--- config.mk ---
export PLATFORM = sky130hd
export DESIGN_NAME = alarm_setter
export DESIGN_NICKNAME = d
export VERILOG_FILES = /design/src/rtl/alarm_setter.sv
export SDC_FILE = /design/constraint.sdc
export NUM_CORES = 1
export LEC_CHECK = 0
export CORE_AREA = 4 4 94 96
export CTS_BUF_LIST = sky130_fd_sc_hd__clkbuf_4 sky130_fd_sc_hd__clkbuf_8 sky130_fd_sc_hd__clkbuf_16
export DETAILED_ROUTE_END_ITERATION = 8
export DIE_AREA = 0 0 98 100
export PLACE_DENSITY = 0.56
export RECOVER_POWER = 25
export SLEW_MARGIN = 0
export SYNTH_ARGS = -nofsm -noshare
export SYNTH_HDL_FRONTEND = slang
export SYNTH_SLANG_ARGS = --single-unit
--- constraint.sdc ---
create_clock -name CLK -period 4.02 [get_ports CLK]
set_input_delay 0.804 -clock CLK [delete_from_list [all_inputs] [get_ports CLK]]
set_output_delay 0.804 -clock CLK [all_outputs]
set_load 0.05 [all_outputs]
--- src/rtl/alarm_setter.sv ---
// Alarm-time writer: turns debounced up/sel buttons into the stored alarm hour/minute
// and the arm flag, with hold-to-autorepeat while editing a field.
module alarm_setter #(
    parameter int HOLD_CYCLES   = 50000000,
    parameter int REPEAT_CYCLES = 12500000
) (
    input  logic       CLK,
    input  logic       reset,
    input  logic       alarmon,
    input  logic       up,
    input  logic       sel,
    output logic [6:0] alarmh,
    output logic [6:0] alarmm,
    output logic       isalarm,
    output logic [1:0] editing
);

    localparam int MAX_CYCLES = (HOLD_CYCLES > REPEAT_CYCLES) ? HOLD_CYCLES : REPEAT_CYCLES;
    localparam int CW         = $clog2(MAX_CYCLES + 1);

    localparam logic [CW-1:0] HOLD_LAST   = CW'(HOLD_CYCLES - 1);
    localparam logic [CW-1:0] REPEAT_LAST = CW'(REPEAT_CYCLES - 1);

    typedef enum logic [1:0] {
        IDLE   = 2'd0,
        EDIT_H = 2'd1,
        EDIT_M = 2'd2
    } state_t;

    state_t        state;
    logic          up_q;
    logic          sel_q;
    logic [CW-1:0] rpt_cnt;
    logic          rpt_held;

    logic          up_rise;
    logic          sel_rise;
    logic          rpt_tick;
    logic [6:0]    alarmh_inc;
    logic [6:0]    alarmm_inc;

    assign up_rise  = up & ~up_q;
    assign sel_rise = sel & ~sel_q;
    assign editing  = state;

    // NOTE: every signal assigned in always_comb gets a default first so no latch is inferred.
    always_comb begin
        rpt_tick   = 1'b0;
        alarmh_inc = (alarmh == 7'd23) ? 7'd0 : alarmh + 7'd1;
        alarmm_inc = (alarmm == 7'd59) ? 7'd0 : alarmm + 7'd1;
        if (state != IDLE && up && !up_rise)
            rpt_tick = (rpt_cnt == (rpt_held ? REPEAT_LAST : HOLD_LAST));
    end

    // NOTE: sequential state uses non-blocking assignments only, so every register sees pre-edge values.
    always_ff @(posedge CLK) begin
        // Edge registers track the buttons even in reset, so a button held through reset gives no edge.
        up_q  <= up;
        sel_q <= sel;

        if (reset) begin
            state    <= IDLE;
            alarmh   <= 7'd0;
            alarmm   <= 7'd0;
            isalarm  <= 1'b0;
            rpt_cnt  <= '0;
            rpt_held <= 1'b0;
        end else begin
            case (state)
                IDLE: begin
                    rpt_cnt  <= '0;
                    rpt_held <= 1'b0;
                    if (alarmon) begin
                        if (sel_rise) begin
                            state   <= EDIT_H;
                            isalarm <= 1'b0;
                        end else if (up_rise) begin
                            isalarm <= ~isalarm;
                        end
                    end
                end

                EDIT_H, EDIT_M: begin
                    if (!alarmon || sel_rise) begin
                        // Any state change restarts the repeat timing from scratch.
                        rpt_cnt  <= '0;
                        rpt_held <= 1'b0;
                        if (!alarmon) begin
                            state <= IDLE;
                        end else if (state == EDIT_H) begin
                            state <= EDIT_M;
                        end else begin
                            state   <= IDLE;
                            isalarm <= 1'b1;
                        end
                    end else begin
                        if (!up || up_rise) begin
                            rpt_cnt  <= '0;
                            rpt_held <= 1'b0;
                        end else if (rpt_tick) begin
                            rpt_cnt  <= '0;
                            rpt_held <= 1'b1;
                        end else begin
                            rpt_cnt <= rpt_cnt + CW'(1);
                        end

                        if (up_rise || rpt_tick) begin
                            if (state == EDIT_H)
                                alarmh <= alarmh_inc;
                            else
                                alarmm <= alarmm_inc;
                        end
                    end
                end

                default: begin
                    state    <= IDLE;
                    rpt_cnt  <= '0;
                    rpt_held <= 1'b0;
                end
            endcase
        end
    end

endmodule
==> reports/metrics.cfg <==
[min_path]
hold_path_depth=1
min-delay-start=rpt_cnt[0]
hold_end=rpt_cnt[0]
min_path_type=register to register

[clock_tree]
clockBufferDepth=2
cts_setup_buffers=0
cts_max_level=2
cts_resized=0
cts_buffers=5
clock_latency_ns=0.30
tritoncts=done
cts_sinks=46
clk_pin_slew_worst_paths_ns=0.08
cts-root-buf=clkbuf_8
cts_hold_buf=0

[worst_setup_path]
cp.required_ns=4.21
ff2ff_path_depth=6
reg2reg_slack_ns=1.48
cp_data_arrival_time_ns=3.12
r2r_start=rpt_cnt[0]
cp-end-kind=register
crit_fanout=17
path_class=primary input to register
rr_endpoint=alarmh[6]
cp-start-kind=primary input

[routing]
routedWlPerCell_um=12.4
drt_pass1_iterations=4
drt-initial-drc-count=99
vias=1958
drc=0
wirelength_um=4960
ant_nets=0
vias_per_cell=4.88

[synth]
ys_warn_count=0
seq_area_frac_synth=0.394
synth_edf_count=0
ys_ff_latch=46
synthArstFlopShare=0
synth_flop_cell=dfxtp_1
netlist_instances=275
synth_nets=286
syn_avg_cell_area_um2=8.51
syn_area_mm2=0.00234
synth_cell_type_count=51

[sta]
rsz0062_at_grt=no
fmaxAchievable_mhz=341
setup_viol=0
min_period_over_period=0.730
slew_violations=0
final_hold_viol_count=0
finalClockSkew_ns=0.00528
post-route-min-period_ns=2.93
tightest_slew_ns=0.793
max-slew-margin-rel=0.472
tns_ns=0

[layout]
finish.net_count=307
finalInstanceArea_mm2=0.00274
diodes=0
final_common_cell=dfxtp_1
final_cell_mix=46 x dfxtp_1, 37 x nor2_1, 24 x nand2_1, 16 x nand3_1, 14 x xnor2_1
drive_gt1_frac=0.0541
area_growth_syn_to_layout_pct=16.9

[floorplanning]
die_width_um=98
core_area_mm2=0.00805
die_y_um=100
die_area_mm2=0.00980
io_pins=22
row_count=33
start_util=0.291

[global_route]
grt_overflow=0
grt_first_pass_wirelength_um=8740
grt_pass1_vias=1873
grt_max_degree=26
grt_usage=0.107
antenna_found_initial=0

[placement]
routabilityCongestion=0.794
hpwl_um=3530
port_buffers=21
place_area_mm2=0.00265

[power]
power.switching_w=0.000215
ir_drop_uv=151
power_w=0.000842
p_seq_frac=0.554
power.density_mw_per_mm2=308
switching_share=0.256
p_leak_nw=0.879
p_clk_frac=0.337
p_int_w=0.000626
pwr-share-comb=0.110

[run]
drv_cap=0

[status]
status=finished clean

-- worst max-delay path by stage --
stage          startpoint  cells past startpoint  slack [ns]         end
3_3_place_gp           up                      6        0.92   alarmh[6]
2_1_floorplan  editing[0]                      7        1.60   alarmh[6]
4_1_cts                up                      6        1.18   alarmh[6]
5_1_grt                up                      6        0.97  rpt_cnt[6]
6_report               up                      6        1.09   alarmh[6]
3_5_place_dp           up                      6        0.86   alarmh[6]
-- flip-flops by register name, summed over array words and instances, names as in the netlist --
| name | cells |
|---|---|
| up_q | 1 |
| isalarm | 1 |
| rpt_held | 1 |
| editing | 2 |
| alarmm | 7 |
| sel_q | 1 |
| rpt_cnt | 26 |
| alarmh | 7 |
-- metrics by stage --
step / hold WS [ns] / cells / utilization / worst slack (ns)
finish: 0.471 / 401 / 0.340 / 1.09
global route: 0.497 / 401 / 0.340 / 0.974
detailed placement: 0.454 / 394 / 0.329 / 0.865
CTS: 0.474 / 401 / 0.340 / 1.18
floorplan: 0.425 / 275 / - / 1.60
global placement: 0.435 / 394 / 0.329 / 0.921
-- power groups by stage --
stage / Sequential, W / Combinational (W) / Clock, W
CTS: 0.000466 / 0.0000949 / 0.000294
global route: 0.000468 / 0.000101 / 0.000317
finish: 0.000466 / 0.0000922 / 0.000283
floorplan: 0.000494 / 0.0000500 / 0
detailed placement: 0.000477 / 0.0000946 / 0
global placement: 0.000477 / 0.0000943 / 0
-- critical path, stage by stage --
cell and delay, ns:
dlygate4sd3_1 0.57, nand2_1 0.09, nor4_1 0.35, o2111ai_2 0.49, a2111oi_2 0.45, mux2_1 0.35
-- per-layer routing --
layer	vias up	track usage	wire length (um)
met3	7	0.0264	202
met4	0	0.0426	76
li1	1013	-	-
met1	897	0.142	2450
met2	41	0.166	2230
met5	-	0	0
-- cell families (layout without fill, tap and decap cells) --
logic type | Yosys count | in the layout | share of synthesized area
compound gates | 38 | 38 | 0.126
simple gates | 140 | 140 | 0.310
fa+ha+maj | 6 | 6 | 0.0321
mux | 5 | 5 | 0.0230
flops | 46 | 46 | 0.394
xor+xnor | 23 | 23 | 0.0861
buf+inv | 17 | 38 | 0.0289
-- area by class of cell --
class	instances	area (um2)
Tap cell	105	131
Inverter	10	37.5
Sequential cell	46	921
Fill cell	856	5320
Clock buffer	7	83.8
Multi-Input combinational cell	212	1350
Timing Repair Buffer	21	210
-- cell usage after synthesis, types with 2 or more instances --
cell | number | area share
mux2i_1 | 2 | 0.0086
a211oi_1 | 3 | 0.0096
nand3_1 | 16 | 0.034
o32ai_1 | 3 | 0.011
nor4_1 | 3 | 0.0080
o2bb2ai_1 | 2 | 0.0075
o21ai_0 | 5 | 0.011
and2_1 | 2 | 0.0053
and3_1 | 10 | 0.027
nand4b_1 | 2 | 0.0075
nor2_1 | 37 | 0.059
mux2_2 | 2 | 0.0096
a21oi_1 | 9 | 0.019
ha_1 | 6 | 0.032
buf_2 | 3 | 0.0064
inv_1 | 10 | 0.016
and4_1 | 5 | 0.019
xnor2_1 | 14 | 0.052
nand2b_1 | 7 | 0.019
nand3b_1 | 2 | 0.0064
xor2_1 | 9 | 0.034
nand4_1 | 4 | 0.011
dfxtp_1 | 46 | 0.39
nand2_1 | 24 | 0.039
nor2b_1 | 5 | 0.013
clkbuf_1 | 4 | 0.0064
a211o_1 | 2 | 0.0075
nor3_1 | 13 | 0.028
nor3b_1 | 3 | 0.0096
Power figures use the tool's default switching activity.
